===== src/rtl/debug_pkg.sv =====
// rtl/debug_pkg.sv - shared constants, serializer state encoding and byte helpers for debug_tx
package debug_pkg;

    localparam int         CLKS_PER_BIT_DEFAULT = 10416;
    localparam logic [7:0] SYNC_BYTE            = 8'h55;
    localparam logic [1:0] LAST_BYTE_IDX        = 2'd2;

    typedef enum logic [1:0] {
        IDLE  = 2'd0,
        START = 2'd1,
        DATA  = 2'd2,
        STOP  = 2'd3
    } tx_state_t;

    // Third packet byte: frame bit 8 alongside the captured register value.
    function automatic logic [7:0] status_byte(input logic frame_msb, input logic [3:0] reg_val);
        return {3'b000, frame_msb, reg_val};
    endfunction

endpackage


===== src/rtl/uart_tx_byte.sv =====
// rtl/uart_tx_byte.sv - 8N1 byte serializer with back-to-back byte chaining
module uart_tx_byte
    import debug_pkg::*;
#(
    parameter int CLKS_PER_BIT = CLKS_PER_BIT_DEFAULT
) (
    input  logic       clk,
    input  logic       rst,
    input  logic [7:0] tdata,
    input  logic       tvalid,
    output logic       tready,
    output logic       tx,
    output logic       active,
    output logic       byte_done
);

    localparam int            CW      = $clog2(CLKS_PER_BIT);
    localparam logic [CW-1:0] CNT_MAX = CW'(CLKS_PER_BIT - 1);

    tx_state_t     state, state_n;
    logic [CW-1:0] cnt, cnt_n;
    logic [2:0]    bit_idx, bit_idx_n;
    logic [7:0]    shreg, shreg_n;
    logic          tx_q, tx_n;
    logic          bit_end;

    assign bit_end   = (cnt == CNT_MAX);
    assign byte_done = (state == STOP) && bit_end;
    // A new byte is taken either from idle or exactly as the stop bit ends, so bytes chain with no gap.
    assign tready    = (state == IDLE) || byte_done;
    assign active    = (state != IDLE);
    assign tx        = tx_q;

    always_ff @(posedge clk) begin
        if (rst) begin
            state   <= IDLE;
            cnt     <= '0;
            bit_idx <= '0;
            shreg   <= '0;
            tx_q    <= 1'b1;
        end else begin
            state   <= state_n;
            cnt     <= cnt_n;
            bit_idx <= bit_idx_n;
            shreg   <= shreg_n;
            tx_q    <= tx_n;
        end
    end

    always_comb begin
        state_n   = state;
        cnt_n     = bit_end ? '0 : cnt + 1'b1;
        bit_idx_n = bit_idx;
        shreg_n   = shreg;
        tx_n      = tx_q;
        case (state)
            IDLE: begin
                cnt_n = '0;
                tx_n  = 1'b1;
                if (tvalid) begin
                    state_n = START;
                    tx_n    = 1'b0;
                    shreg_n = tdata;
                end
            end
            START: begin
                if (bit_end) begin
                    state_n   = DATA;
                    bit_idx_n = '0;
                    tx_n      = shreg[0];
                    shreg_n   = {1'b0, shreg[7:1]};
                end
            end
            DATA: begin
                if (bit_end) begin
                    if (bit_idx == 3'd7) begin
                        state_n = STOP;
                        tx_n    = 1'b1;
                    end else begin
                        bit_idx_n = bit_idx + 1'b1;
                        tx_n      = shreg[0];
                        shreg_n   = {1'b0, shreg[7:1]};
                    end
                end
            end
            STOP: begin
                if (bit_end) begin
                    if (tvalid) begin
                        state_n = START;
                        tx_n    = 1'b0;
                        shreg_n = tdata;
                    end else begin
                        state_n = IDLE;
                        tx_n    = 1'b1;
                    end
                end
            end
        endcase
    end

endmodule


===== src/rtl/debug_tx.sv =====
// rtl/debug_tx.sv - debug snapshot packet sequencer driving a UART byte serializer
module debug_tx
    import debug_pkg::*;
#(
    parameter int CLKS_PER_BIT = CLKS_PER_BIT_DEFAULT
) (
    input  logic       clk,
    input  logic       rst,
    input  logic       debug,
    input  logic       snap_valid,
    input  logic [8:0] debug_frame,
    input  logic [3:0] debug_reg,
    output logic       tx,
    output logic       busy,
    output logic       overrun
);

    logic [8:0] cur_frame;
    logic [3:0] cur_reg;
    logic [1:0] byte_idx;
    logic       pend_valid;
    logic [8:0] pend_frame;
    logic [3:0] pend_reg;
    logic       overrun_q;

    logic       byte_tready;
    logic       byte_done;
    logic       byte_tvalid;
    logic [7:0] byte_tdata;

    logic accept;
    logic next_byte;
    logic final_done;
    logic launch_pend;
    logic launch_new;
    logic store_pend;

    always_comb begin
        accept      = debug && snap_valid;
        next_byte   = byte_done && (byte_idx != LAST_BYTE_IDX);
        final_done  = byte_done && (byte_idx == LAST_BYTE_IDX);
        launch_pend = final_done && pend_valid && debug;
        // A snapshot arriving as the last stop bit ends with an empty slot goes straight out.
        launch_new  = accept && byte_tready && !next_byte && !launch_pend;
        store_pend  = accept && !launch_new;
        byte_tvalid = launch_new || launch_pend || next_byte;
        byte_tdata  = SYNC_BYTE;
        if (next_byte) begin
            byte_tdata = (byte_idx == 2'd0) ? cur_frame[7:0] : status_byte(cur_frame[8], cur_reg);
        end
    end

    always_ff @(posedge clk) begin
        if (rst) begin
            cur_frame  <= '0;
            cur_reg    <= '0;
            byte_idx   <= '0;
            pend_valid <= 1'b0;
            pend_frame <= '0;
            pend_reg   <= '0;
            overrun_q  <= 1'b0;
        end else begin
            if (launch_new) begin
                cur_frame <= debug_frame;
                cur_reg   <= debug_reg;
                byte_idx  <= '0;
            end else if (launch_pend) begin
                cur_frame <= pend_frame;
                cur_reg   <= pend_reg;
                byte_idx  <= '0;
            end else if (next_byte) begin
                byte_idx <= byte_idx + 1'b1;
            end

            if (store_pend) begin
                pend_frame <= debug_frame;
                pend_reg   <= debug_reg;
            end

            // Dropping debug discards whatever is waiting; the packet in flight still completes.
            if (!debug) begin
                pend_valid <= 1'b0;
            end else if (store_pend) begin
                pend_valid <= 1'b1;
            end else if (launch_pend) begin
                pend_valid <= 1'b0;
            end

            if (store_pend && pend_valid && !launch_pend) begin
                overrun_q <= 1'b1;
            end
        end
    end

    assign overrun = overrun_q;

    uart_tx_byte #(
        .CLKS_PER_BIT(CLKS_PER_BIT)
    ) u_uart_tx_byte (
        .clk      (clk),
        .rst      (rst),
        .tdata    (byte_tdata),
        .tvalid   (byte_tvalid),
        .tready   (byte_tready),
        .tx       (tx),
        .active   (busy),
        .byte_done(byte_done)
    );

endmodule


===== config.mk =====
export PLATFORM = sky130hd
export DESIGN_NAME = debug_tx
export DESIGN_NICKNAME = d
export VERILOG_FILES = /design/src/rtl/debug_pkg.sv /design/src/rtl/uart_tx_byte.sv /design/src/rtl/debug_tx.sv
export SDC_FILE = /design/constraint.sdc
export NUM_CORES = 1
export LEC_CHECK = 0
export BUFFER_PORTS_ARGS = -buffer_cell sky130_fd_sc_hd__clkbuf_2
export CORE_UTILIZATION = 45
export DETAILED_ROUTE_END_ITERATION = 10
export GPL_TIMING_DRIVEN = 0
export SLEW_MARGIN = 30
export SYNTH_ARGS = -nofsm -noshare
export SYNTH_HDL_FRONTEND = slang
export SYNTH_SLANG_ARGS = --single-unit

===== constraint.sdc =====
create_clock -name clk -period 2.8 [get_ports clk]
set_input_delay 0 -clock clk [delete_from_list [all_inputs] [get_ports clk]]
set_output_delay 0 -clock clk [all_outputs]
set_load 0.03 [all_outputs]

==> impl_table.tex <==
\begin{tabular}{lr}
\hline
Metric & Value \\
\hline
\multicolumn{2}{l}{\textbf{Status}} \\
Outcome & finished, final reports clean \\
\multicolumn{2}{l}{\textbf{Timing}} \\
Unrepaired setup endpoints after global routing & no \\
Minimum clock period after layout & 2.63 ns \\
Worst rel slew slack & 41.0\% \\
Fin crit share & 93.9\% \\
Smallest setup slack after layout & 0.171 ns \\
Max-slew violation total from the final report & 0 \\
Worst Skew & 0.00870 ns \\
Finish-stage setup viols & 0 \\
F\_max & 380 MHz \\
Final Hold Viols & 0 \\
Slew of the pin with the lowest slew margin & 0.886 ns \\
\multicolumn{2}{l}{\textbf{Logic synthesis}} \\
Area share of the largest cell type after synthesis & 40.6\% \\
Flip-flop and latch count after synthesis & 58 \\
Warning count from the yosys run & 0 \\
Count of distinct cell types in the synthesized netlist & 49 \\
Largest cells by area after synthesis & dfxtp\_1, mux2i\_1, nor2\_1, ha\_1, a211oi\_1 \\
Mean instance size in the synthesized netlist & 8.94 sq um \\
Library cell occupying the most area in the post-synthesis netlist & dfxtp\_1 \\
Synthesized cell area & 0.00286 sq mm \\
Nets in the synthesized netlist & 347 \\
Instance count of the mapped netlist & 320 \\
Number of enable flip-flop cells after synthesis & 0 \\
Leading register cell type out of synthesis & dfxtp\_1 \\
Asr flop ratio synth & 0\% \\
Share of synthesized area occupied by flip-flops and latches & 40.6\% \\
\multicolumn{2}{l}{\textbf{Power}} \\
Internal power & 1.77 mW \\
Tot Pwr & 2.65 mW \\
Leakage Power & 1.42 nW \\
Part of the total power dissipated in the clock network & 32.9\% \\
Power Dens Cells & 774 mW/mm\^{}2 \\
Max VDD drop & 0.000470 V \\
Net Switching & 0.882 mW \\
Share of total power in sequential cells & 37.3\% \\
Portion of total power attributed to combinational logic & 29.7\% \\
Switching power share of the total & 33.3\% \\
\multicolumn{2}{l}{\textbf{Finish}} \\
Antenna cells & 0 \\
Layout Area Growth over Synthesis & 19.7\% \\
Share of final-layout standard cells stronger than drive strength 1 & 13.9\% \\
Most common cell after layout, fill and taps aside & dfxtp\_1 \\
Commonest non-fill, non-tap cells in the layout & dfxtp\_1, nor2\_1, mux2i\_1 \\
Largest registers ranked by flip-flop count & u\_uart\_tx\_byte.cnt (14), cur\_frame (9), pend\_frame (9) \\
Flip-flop count of the largest register after layout & 14 \\
Count of nets after finishing & 390 \\
Number of non-filler instances in the completed layout & 443 \\
Largest register by flop count & u\_uart\_tx\_byte.cnt \\
\multicolumn{2}{l}{\textbf{Setup path}} \\
Critical path capture point type & register \\
Arrival time reported for the critical path endpoint & 2.82 ns \\
Startpoint-to-endpoint class of the critical path & reg2reg \\
CP startpoint kind & register \\
Maximum net fanout on the critical path & 10 \\
Required time of the worst setup path & 2.99 ns \\
\multicolumn{2}{l}{\textbf{Placed design}} \\
Placer's final routability congestion estimate & 0.799 \\
Setup WS pre-CTS & 0.0946 ns \\
Number of placed instances with taps included & 413 \\
Final HPWL from detailed placement & 4.38 mm \\
Count of buffers inserted at the top-level ports & 18 \\
\multicolumn{2}{l}{\textbf{GRT}} \\
Via count of the first global-routing pass & 2,235 \\
First-pass GRT wire length & 10.3 mm \\
Number of antenna violations at the first check in global routing & 0 \\
GRT Residual Overflow & 0 \\
Gr usage total & 20.7\% \\
Largest net degree at the start of global routing & 11 \\
\multicolumn{2}{l}{\textbf{CTS}} \\
Insertion delay to the later sink of the worst-skew pair & 0.34 ns \\
Clock transition at the registers of the reported paths & 0.07 ns \\
Num Clock Sinks & 58 \\
Root Buffer & clkbuf\_8 \\
TritonCTS clock tree & yes \\
Number of post-CTS setup repair buffers & 0 \\
CTS Buf Count & 9 \\
Max Buffers Root-to-Sink & 2 \\
Htree depth & 3 \\
\multicolumn{2}{l}{\textbf{Floorplanning}} \\
Core region area & 0.00603 sq mm \\
Starting density of the core & 47.5\% \\
Y dimension of the die & 81.7 um \\
Full die area & 0.00668 sq mm \\
Number of core rows & 28 \\
Num ports & 20 \\
Die X & 81.7 um \\
\multicolumn{2}{l}{\textbf{Drt}} \\
First-pass detailed-route iteration total & 4 \\
Drt total wl & 6.30 mm \\
Wire per inst & 14.2 um \\
Vias per cell & 5.38 \\
Drt initial violations & 93 \\
Drt drc & 0 \\
Vias & 2,383 \\
Remaining antenna violation count after routing & 0 \\
\multicolumn{2}{l}{\textbf{Hold path}} \\
Min-Delay Path Class & in2reg \\
\multicolumn{2}{l}{\textbf{Job}} \\
Max capacitance violation total & 0 \\
\hline
\end{tabular}
## area by class of cell
| class | count | area, sq um |
|---|---|---|
| inverter | 15 | 56.3 |
| clock inverter | 5 | 77.6 |
| tap | 75 | 93.8 |
| clock buffer | 11 | 141 |
| fill | 576 | 2600 |
| sequential | 58 | 1160 |
| timing repair buffer | 32 | 230 |
| buffer | 18 | 95.1 |
| multi-input combinational | 229 | 1570 |
## cell usage after synthesis, types with 7 or more instances
cell type  instances
a21oi_1           20
mux2i_1           29
o21ai_0           11
nor2_1            46
dfxtp_1           58
a211oi_1          15
xor2_1             7
ha_1              10
nand3_1            9
nand2_1           24
clkbuf_1          11
inv_1             15
## per-layer routing
metal	vias to the layer above	global-route usage, %	wire length, um
li1	1223	-	-
met1	1109	26.0	3030
met2	38	33.4	2870
met3	13	6.00	255
met4	0	7.72	144
met5	-	0	0
## what timing repair did
action	4_1_cts	5_1_grt
hold buffers	14	0
endpoints found under the setup margin	0	24
resized for setup	0	2
hold endpoints to repair	21	0
## final timing paths
path	slack, ns	cells after the start	to	start
max	0.17	8	cur_frame[5]	u_uart_tx_byte.cnt[12]
min	0.1	3	u_uart_tx_byte.tx	rst
max reg2reg	0.17	8	cur_frame[5]	u_uart_tx_byte.cnt[12]
min reg2reg	0.46	2	overrun	overrun
## worst max-delay path: stages (launching register included)
cell	delay [ns]
dfxtp_1	0.33
or4b_1	0.53
buf_2	0.19
nor4_2	0.44
nand4_1	0.16
clkbuf_1	0.25
clkbuf_1	0.31
nor2_1	0.19
a211oi_1	0.07
## kinds of logic (layout without fill, tap and decap cells)
logic type,Yosys count,in the layout,share of synthesized area (%)
AO/OA/AOI/OAI,70,70,17.9
XOR/XNOR,10,10,3.06
adder cells (fa/ha/maj),10,10,4.37
buffers and inverters,33,81,5.29
flip-flops,58,58,40.6
multiplexers,31,31,10.9
AND/OR/NAND/NOR,108,108,17.9
## power by group through the flow
stage	clock (mW)	combinational, mW	sequential (mW)
after floorplan	0	0.588	1.01
after global routing	0.917	0.891	1.00
after global placement	0	0.770	1.01
after CTS	0.886	0.791	0.991
final	0.872	0.788	0.990
after detailed placement	0	0.771	1.01
## per-stage QoR
stage | utilization [%] | hold WS, ns | cell area, sq um | setup TNS (ns)
finish | 56.9 | 0.0988 | 3430 | 0
global route | 56.9 | 0.160 | 3430 | 0
CTS | 56.6 | 0.0896 | 3410 | 0
detailed placement | 50.6 | 0.258 | 3050 | 0
floorplan | - | 0.130 | 2860 | 0
global placement | 50.5 | 0.253 | 3050 | -0.246
Note: power is estimated with default switching activity, not from simulation.
